<file path="src/rtl/circle_lines_pkg.sv">
// Shared types and decision-update constants for the midpoint circle streamer.
package circle_lines_pkg;

    typedef enum logic [1:0] {
        IDLE,
        RUN_OUTLINE,
        RUN_FILL
    } state_t;

    typedef logic [2:0] octant_t;
    typedef logic [1:0] span_t;

    localparam int D_INIT  = 3;
    localparam int D_MUL   = 4;
    localparam int D_AXIAL = 6;
    localparam int D_DIAG  = 10;

    localparam octant_t LAST_OCTANT = 3'd7;
    localparam span_t   LAST_SPAN   = 2'd3;

endpackage

</file>
<file path="src/rtl/circle_octant_mux.sv">
// Maps the current step, octant/span index and span cursor to a pixel coordinate.
module circle_octant_mux
    import circle_lines_pkg::*;
#(
    parameter int WIDTH = 32
) (
    input  logic [WIDTH-1:0] cx,
    input  logic [WIDTH-1:0] cy,
    input  logic [WIDTH-1:0] x,
    input  logic [WIDTH-1:0] y,
    input  logic [WIDTH-1:0] cursor,
    input  logic             fill,
    input  octant_t          octant,
    input  span_t            span,
    output logic [WIDTH-1:0] _out0,
    output logic [WIDTH-1:0] _out1
);

    // Plain WIDTH-bit adds give the required two's-complement wrap for free.
    always_comb begin
        _out0 = cx;
        _out1 = cy;
        if (fill) begin
            _out0 = cx + cursor;
            case (span)
                2'd0:    _out1 = cy + y;
                2'd1:    _out1 = cy - y;
                2'd2:    _out1 = cy + x;
                default: _out1 = cy - x;
            endcase
        end else begin
            case (octant)
                3'd0: begin _out0 = cx + x; _out1 = cy + y; end
                3'd1: begin _out0 = cx + y; _out1 = cy + x; end
                3'd2: begin _out0 = cx - y; _out1 = cy + x; end
                3'd3: begin _out0 = cx - x; _out1 = cy + y; end
                3'd4: begin _out0 = cx - x; _out1 = cy - y; end
                3'd5: begin _out0 = cx - y; _out1 = cy - x; end
                3'd6: begin _out0 = cx + y; _out1 = cy - x; end
                default: begin _out0 = cx + x; _out1 = cy - y; end
            endcase
        end
    end

endmodule

</file>
<file path="src/rtl/circle_lines_stream.sv">
// Midpoint circle walker streaming outline or filled-span pixels over valid/ready.
module circle_lines_stream #(
    parameter int WIDTH = 32
) (
    input  logic                    _clock,
    input  logic                    _reset,
    input  logic                    _start,
    input  logic                    _mode,
    input  logic signed [WIDTH-1:0] cx,
    input  logic signed [WIDTH-1:0] cy,
    input  logic signed [WIDTH-1:0] r,
    input  logic                    _ready,
    output logic [WIDTH-1:0]        _out0,
    output logic [WIDTH-1:0]        _out1,
    output logic                    _valid,
    output logic                    _last,
    output logic                    _idle,
    output logic                    _done
);
    import circle_lines_pkg::*;

    localparam int EW = WIDTH + 3;
    typedef logic signed [EW-1:0] ext_t;

    localparam ext_t C_INIT  = ext_t'(D_INIT);
    localparam ext_t C_MUL   = ext_t'(D_MUL);
    localparam ext_t C_AXIAL = ext_t'(D_AXIAL);
    localparam ext_t C_DIAG  = ext_t'(D_DIAG);
    localparam ext_t C_ONE   = ext_t'(1);

    state_t           state, state_next;
    logic [WIDTH-1:0] cx_q, cx_next, cy_q, cy_next;
    ext_t             x_q, x_next, y_q, y_next, d_q, d_next, cur_q, cur_next;
    octant_t          oct_q, oct_next;
    span_t            span_q, span_next;
    logic             done_q, done_next;

    ext_t             r_ext, x_step, y_step, d_step, span_half;
    logic             more_steps, span_end, group_end, running;
    logic [WIDTH-1:0] pix_x, pix_y;

    assign r_ext = {{3{r[WIDTH-1]}}, r};

    // Step update uses the pre-update x and y; the current beat always belongs to the current step.
    always_comb begin
        x_step = x_q + C_ONE;
        if (!d_q[EW-1] && (d_q != '0)) begin
            d_step = d_q + (x_q - y_q) * C_MUL + C_DIAG;
            y_step = y_q - C_ONE;
        end else begin
            d_step = d_q + x_q * C_MUL + C_AXIAL;
            y_step = y_q;
        end
    end

    assign more_steps = (y_step >= x_step);
    assign span_half  = span_q[1] ? y_q : x_q;
    assign span_end   = (cur_q == span_half);
    assign running    = (state != IDLE);
    assign group_end  = (state == RUN_OUTLINE) ? (oct_q == LAST_OCTANT)
                                               : ((span_q == LAST_SPAN) && span_end);

    always_comb begin
        state_next = state;
        cx_next    = cx_q;
        cy_next    = cy_q;
        x_next     = x_q;
        y_next     = y_q;
        d_next     = d_q;
        oct_next   = oct_q;
        span_next  = span_q;
        cur_next   = cur_q;
        done_next  = 1'b0;
        case (state)
            IDLE: begin
                if (_start) begin
                    cx_next   = cx;
                    cy_next   = cy;
                    x_next    = '0;
                    y_next    = r_ext;
                    d_next    = C_INIT - r_ext - r_ext;
                    oct_next  = '0;
                    span_next = '0;
                    cur_next  = '0;
                    if (r[WIDTH-1]) begin
                        done_next = 1'b1;
                    end else begin
                        state_next = _mode ? RUN_FILL : RUN_OUTLINE;
                    end
                end
            end
            RUN_OUTLINE: begin
                if (_ready) begin
                    if (oct_q != LAST_OCTANT) begin
                        oct_next = oct_q + 1'b1;
                    end else if (more_steps) begin
                        x_next   = x_step;
                        y_next   = y_step;
                        d_next   = d_step;
                        oct_next = '0;
                    end else begin
                        state_next = IDLE;
                        done_next  = 1'b1;
                    end
                end
            end
            RUN_FILL: begin
                // Cursor is the x offset from the centre; spans 0/1 are +-x wide, spans 2/3 are +-y wide.
                if (_ready) begin
                    if (!span_end) begin
                        cur_next = cur_q + C_ONE;
                    end else if (span_q != LAST_SPAN) begin
                        span_next = span_q + 1'b1;
                        cur_next  = (span_q == 2'd0) ? -x_q : -y_q;
                    end else if (more_steps) begin
                        x_next    = x_step;
                        y_next    = y_step;
                        d_next    = d_step;
                        span_next = '0;
                        cur_next  = -x_step;
                    end else begin
                        state_next = IDLE;
                        done_next  = 1'b1;
                    end
                end
            end
            default: state_next = IDLE;
        endcase
    end

    always_ff @(posedge _clock) begin
        if (_reset) begin
            state  <= IDLE;
            cx_q   <= '0;
            cy_q   <= '0;
            x_q    <= '0;
            y_q    <= '0;
            d_q    <= '0;
            oct_q  <= '0;
            span_q <= '0;
            cur_q  <= '0;
            done_q <= 1'b0;
        end else begin
            state  <= state_next;
            cx_q   <= cx_next;
            cy_q   <= cy_next;
            x_q    <= x_next;
            y_q    <= y_next;
            d_q    <= d_next;
            oct_q  <= oct_next;
            span_q <= span_next;
            cur_q  <= cur_next;
            done_q <= done_next;
        end
    end

    circle_octant_mux #(.WIDTH(WIDTH)) u_mux (
        .cx     (cx_q),
        .cy     (cy_q),
        .x      (x_q[WIDTH-1:0]),
        .y      (y_q[WIDTH-1:0]),
        .cursor (cur_q[WIDTH-1:0]),
        .fill   (state == RUN_FILL),
        .octant (oct_q),
        .span   (span_q),
        ._out0  (pix_x),
        ._out1  (pix_y)
    );

    assign _valid = running;
    assign _last  = running && group_end && !more_steps;
    assign _idle  = (state == IDLE);
    assign _done  = done_q;
    assign _out0  = running ? pix_x : '0;
    assign _out1  = running ? pix_y : '0;

endmodule

</file>
<file path="config.mk">
export PLATFORM = sky130hd
export DESIGN_NAME = circle_lines_stream
export DESIGN_NICKNAME = d
export VERILOG_FILES = /design/src/rtl/circle_lines_pkg.sv /design/src/rtl/circle_octant_mux.sv /design/src/rtl/circle_lines_stream.sv
export SDC_FILE = /design/constraint.sdc
export NUM_CORES = 2
export LEC_CHECK = 0
export CAP_MARGIN = 20
export CORE_MARGIN = 8
export CORE_UTILIZATION = 28
export DETAILED_ROUTE_END_ITERATION = 10
export DONT_BUFFER_PORTS = 1
export GPL_TIMING_DRIVEN = 0
export SETUP_SLACK_MARGIN = 0.15
export SLEW_MARGIN = 10
export SYNTH_ARGS = -nofsm -noshare
export SYNTH_HDL_FRONTEND = slang
export SYNTH_SLANG_ARGS = --single-unit
</file>
<file path="constraint.sdc">
create_clock -name _clock -period 6.5 [get_ports _clock]
set_clock_uncertainty 0.15 [all_clocks]
set_input_delay 1.3 -clock _clock [delete_from_list [all_inputs] [get_ports _clock]]
set_output_delay 1.3 -clock _clock [all_outputs]
set_load 0.05 [all_outputs]
</file>
======== Yosys cells after proc, flatten, opt, wreduce, memory -nomap -nowiden ========
Index checks and enable logic that the tools add are counted.
operators by class
  mux-type cells .......................... 71
  reduce and logical (&&, ||, !) cells .... 26
  magnitude comparators ................... 1
  equality and inequality tests ........... 25
  add/subtract/negate cells ............... 24
operator list
  cell                     number
  $mux W35                 29
  $pmux W35 S3             3
  $pmux W32 S3             3
  $add A32 B32 Y32         5
  $mux W32                 4
  $sub A32 B32 Y32         4
  $neg A35 Y35             3
  $add A35 B2 Y35 const B  2
  $add A35 B35 Y35         2
  $pmux W35 S2             1
  $add A35 B4 Y35 const B  1
  $add A35 B5 Y35 const B  1
  $eq A35 B35 Y1           1
  $ge A35 B35 Y1           1
  $reduce_bool A35 Y1      1
  $sub A35 B2 Y35 const B  1
  $sub A33 B32 Y34         1
  $sub A3 B32 Y33 const A  1
  $sub A33 B33 Y33         1
  $mux W2                  14
  $ne A2 B2 Y1 const B     8
  $reduce_and A7 Y1        2
  $eq A3 B3 Y1 const B     4
  $mux W3                  4
  other kinds (24)         50
word-level totals
  output and inout port bits .............. 68
  flip-flop bits (word level) ............. 212
  input port bits ......................... 101

======== Depth between registers and ports, before layout ========
  depth after elaboration ................. 9
  mapped depth ............................ 28

======== By module ========
Synthesis repeated with hierarchy kept, for this count alone.
second synthesis, totals
  cell total of the unflattened synthesis .. 4967
  area, all modules ....................... 35235.0 sq um
modules (own cells, without submodules)
  module               cells each  seq. area each (sq um)  instances  area an instance (sq um)
  circle_lines_stream  2933        4244.1                  1          21558.2
  circle_octant_mux    2034        0.0                     1          13676.9

======== Least setup slack after synthesis ========
Ideal clock, no wire load.
  kind .................................... register -> output
  from .................................... reg x_q[2]
  to ...................................... out _out1[14]
  path slack .............................. -0.527 ns
  buffers on the path ..................... 2
  required time ........................... 5.050 ns
  stages on the path, launching flop included .. 14
  data arrival time ....................... 5.577 ns
  path through ............................ dfxtp_1 > clkbuf_1 > inv_1 > ha_1 > buf_4 > nand2b_1 > a221oi_1 > o21ai_1 > or3_1 > a222oi_1 > o21ai_0 > xnor2_1 > a221oi_1 > a2111oi_0
between the ends
  word-level cells in the longest chain between the ends .. 4
  elaborated cells on any way between the ends .. 6
  classes of those cells .................. add/sub (2); mux (4)
ends and longest elaborated chain
  item                                                  RTL line                                          RTL
  start: declaration                                    circle_lines_stream.sv:33                         ext_t x_q, x_next, y_q, y_next, d_q, d_next, cur_q, cur_next;
  start signal: assignment                              circle_lines_stream.sv:147                        x_q <= x_next;
  $sub A32 B32 Y32 or $add A32 B32 Y32 (tied branches)  n/a
  $pmux W32 S3 (on tied branches)                       circle_octant_mux.sv:32, circle_octant_mux.sv:25
  $mux W32 *                                            circle_octant_mux.sv:23                           if (fill) begin
  $mux W32 *                                            circle_lines_stream.sv:175                        assign _out1 = running ? pix_y : '0;
  end: declaration                                      circle_lines_stream.sv:14                         output logic [WIDTH-1:0] _out1,
Mark *: on every way between the ends. The rest lies on a longest branch, timed or not.

======== Worst setup path in the final report ========
  from .................................... reg y_q[7]
  to ...................................... out _out0[30]
between the ends
  word-level cells in the longest chain between the ends .. 4
  elaborated cells on any way between the ends .. 5
  classes of those cells .................. add/sub (2); mux (3)
ends and longest elaborated chain
  item                                                  RTL line                    RTL
  start: declaration                                    circle_lines_stream.sv:33
  start signal: assignment                              circle_lines_stream.sv:148  y_q <= y_next;
  $add A32 B32 Y32 or $sub A32 B32 Y32 (tied branches)  n/a
  $pmux W32 S3 *                                        circle_octant_mux.sv:32     case (octant)
  $mux W32 *                                            circle_octant_mux.sv:23
  $mux W32 *                                            circle_lines_stream.sv:174  assign _out0 = running ? pix_x : '0;
  end: declaration                                      circle_lines_stream.sv:13   output logic [WIDTH-1:0] _out0,
Marked as above.

==> impl_metrics.ini <==
[route]
post-route-drc-count = 0
num_vias = 41029
wl_met2_um = 87600
first_iter_violations = 5295
dr.max_layer_used = met5
drt-pass1-iter-count = 7
wl_met3_um = 21600
avgRoutedWirePerCell_um = 31.5
wirelength_um = 211000
wl_met1_um = 82500
routed_via_density = 6.14
postRouteAntennaNets = 0

[power_and_ir_drop]
power_leakage_nw = 16.3
p_per_area_nw_per_um2 = 499
p_int_mw = 8.48
peakVddDrop_v = 0.000312
switching_power_mw = 12.3
seq_power_share = 0.101
power.share.clock = 0.089
comb_power_share = 0.810
total_power_mw = 20.8
swShare = 0.592

[timing]
rsz0062_at_grt = true
clock.fmax_ghz = 0.140
slew_viol_final = 0
holdWs_ns = 0.316
tns_ns = -7.73
slew_headroom = 0.160
setup_violations = 20
min_period_over_period = 1.10
final_hold_viol_count = 0
post-route-worst-setup-slack_ns = -0.623
tightest_slew_ns = 1.26
period_minus_slack_ns = 7.12

[worst_hold_path]
holdPathStages = 2
holdCritPathClass = register to register

[yosys]
post_synth_fa_ha_maj_area_fraction = 0.143
yosys.area_share.xor_xnor = 0.111
synth_edf_count = 0
synthFlopType = dfxtp_1
netlist.top_cell.by_area = ha_1
syn_nets = 5301
synth_top_area_share = 0.138
syn_avg_cell_area_um2 = 6.96
synthArstFlopShare = 0
yosysSeqAreaShare = 0.127
synth-seq-cells = 212
ys.warnings.count = 0
syn_area_um2 = 33500
synth_top_family_by_area = compound AO/OA/AOI/OAI gates
muxShareOfSynthArea = 0.0258
synth_compound_gate_area_share = 0.295
syn_inst = 4822
synth_cell_types = 106
synthSimpleGateAreaFrac = 0.238
synth_area_leaders = ha_1 (14%), dfxtp_1 (13%), xnor2_1 (9.0%), a21oi_1 (7.8%), nand2_1 (5.8%)

[clocking]
cts.htree.levels = 1
clock_path_buffers = 3
clock_sinks = 212
clockRootBuffer = clkbuf_16
cts_buffers = 30
cts_tree = yes
clk_pin_slew_ns = 0.06
worstSkewPairLatency_ns = 0.67

[setup_path]
reg2reg_to = cur_q[11]$_SDFFE_PP0P_
cp_data_required_time_ns = 5.05
cp_max_fo = 8
r2r-start = y_q[0]$_SDFFE_PP0P_
critPathLaunch = y_q[7]$_SDFFE_PP0P_
crit_arrival_ns = 5.67
end_kind = primary output
path_class = register to primary output
critical_path.endpoint = _out0[30]
reg2reg_depth = 22
start_kind = register
r2r_setup_slack_ns = 0.06

[global_routing]
grt_max_degree = 15
grt_pass1_vias = 38421
grt_usage = 0.302
grt_pass1_wl_um = 290000
globalRouteOverflowTotal = 0
antenna_found_initial = 9

[layout]
final_layout_size_suffix_gt1_frac = 0.173
multi_input_area_um2 = 29700
fillers = 12660
fin_cells = 6687
synthToLayoutAreaGrowth_pct = 24.1
postLayoutCellArea_um2 = 41600
layout.nets = 5529
seq_area_um2 = 4380
final_util = 0.349

[placement]
portBuffers = 0
place_ws_ns = -2.56
dpl_cell_area_um2 = 36100
hpwl_um = 169000
place_congestion = 1.10
place_inst = 6466

[run]
drv_cap = 0

[die]
fp-row-count = 127
start_util = 0.281
core-area_um2 = 119000
ios = 169
die_area_um2 = 131000
fp.dieW_um = 362
die_h_um = 362

[outcome]
violations = setup timing
status = finished, violations left
Yosys cell counts (12+ instances only):
cell,number
a31oi_1,47
clkbuf_1,234
a22oi_1,16
o31ai_1,24
nand3_1,108
o221ai_1,23
o22ai_1,31
nor4_1,63
mux2_2,12
ha_1,370
a21oi_1,521
o21a_1,29
xor2_1,78
xnor2_1,344
o211ai_1,63
nor2b_1,37
buf_1,18
and2_1,16
nand4_1,57
nand2b_1,46
a311oi_1,15
nor3_1,158
a221o_1,21
or2_2,25
a21o_1,91
and3_1,46
o21bai_1,48
a221oi_1,56
mux2i_1,72
o21ai_0,259
buf_2,44
a211oi_1,86
dfxtp_1,212
inv_1,216
nor2_1,465
or3_1,47
a2111oi_0,21
nand2_1,514
o32ai_1,13
or4_1,16
a211o_1,16
o31a_1,19
cells by family (layout without fill, tap and decap cells):
| family | count (synthesis) | after routing |
|---|---|---|
| xor gates and xnor gates | 423 | 423 |
| other | 0 | 3 |
| muxes | 85 | 85 |
| DFF | 212 | 212 |
| AOI/OAI and AO/OA | 1522 | 1522 |
| adders and majority gates | 378 | 378 |
| buffers and inverters | 528 | 778 |
| and+or+nand+nor | 1674 | 1674 |
power by group through the flow:
stage / logic (mW) / clock network [mW] / registers (mW)
2_1_floorplan: 9.42 / 0 / 1.78
3_3_place_gp: 13.9 / 0 / 2.04
3_5_place_dp: 14.2 / 0 / 2.04
4_1_cts: 15.7 / 1.86 / 2.05
5_1_grt: 17.7 / 1.91 / 2.10
6_report: 16.8 / 1.86 / 2.10
critical path: stages (launching register included):
cell	delay [ns]
dfxtp_2	0.38
clkbuf_8	0.20
or3_1	0.35
clkbuf_8	0.18
nor3_4	0.17
nand2_4	0.14
nor2_4	0.22
or3_1	0.16
o21ai_2	0.07
a221oi_4	0.37
a21oi_2	0.13
ha_1	0.34
and3_4	0.19
a221oi_4	0.30
o31a_1	0.22
o21ai_2	0.09
a221oi_2	0.22
buf_4	0.18
a211oi_4	0.07
o41ai_2	0.39
a31oi_1	0.16
xnor2_1	0.18
nor2_4	0.28
cell usage in the layout (no fill, tap or decap), drive strengths merged, types with 56 or more instances in the layout:
cell,Yosys,final
dfxtp,212,212
o21ai,268,268
nor3,164,164
buf,70,274
nand2,514,514
a221oi,56,56
nor2,467,467
nand4,60,60
nor4,68,68
clkbuf,234,269
inv,218,201
xor2,78,78
o211ai,63,63
a21oi,523,523
a211oi,87,87
ha,370,370
a21o,91,91
mux2i,72,72
xnor2,345,345
nand3,113,113
state kept, by name, indices dropped and copies added, names as in the netlist:
name / cells
_done: 1
cur_q: 35
cx_q: 32
cy_q: 32
d_q: 35
oct_q: 3
span_q: 2
state: 2
x_q: 35
y_q: 35
timing repair:
item | in CTS | in global routing
setup buffers | 102 | 61
hold buffers | 0 | 0
resized for setup | 627 | 185
setup endpoints to repair | 211 | 51
pin swaps | 122 | 92
area by class of cell:
type,count,share of cell area
Multi-Input combinational cell,4082,0.714
Sequential cell,212,0.105
Tap cell,1612,0.0485
Buffer,303,0.0445
Timing Repair Buffer,197,0.0403
Inverter,224,0.0220
Clock buffer,43,0.0216
Clock inverter,11,0.00355
Antenna cell,3,0.000180
per-layer routing:
| layer | up-vias | GRT usage |
|---|---|---|
| met5 | - | 0 |
| met4 | 4 | 0.215 |
| met3 | 555 | 0.0588 |
| met2 | 2555 | 0.457 |
| met1 | 19846 | 0.384 |
| li1 | 18069 | - |
worst min-delay path by stage:
stage	startpoint	end	slack, ns
finish	cx_q[30]$_SDFFE_PP0P_	cx_q[30]$_SDFFE_PP0P_	0.32
global route	cx_q[8]$_SDFFE_PP0P_	cx_q[8]$_SDFFE_PP0P_	0.33
CTS	cx_q[30]$_SDFFE_PP0P_	cx_q[30]$_SDFFE_PP0P_	0.32
detailed placement	cx_q[21]$_SDFFE_PP0P_	cx_q[21]$_SDFFE_PP0P_	0.31
global placement	cx_q[20]$_SDFFE_PP0P_	cx_q[20]$_SDFFE_PP0P_	0.30
floorplan	cx_q[0]$_SDFFE_PP0P_	cx_q[0]$_SDFFE_PP0P_	0.29
(Power assumes the default switching activity.)
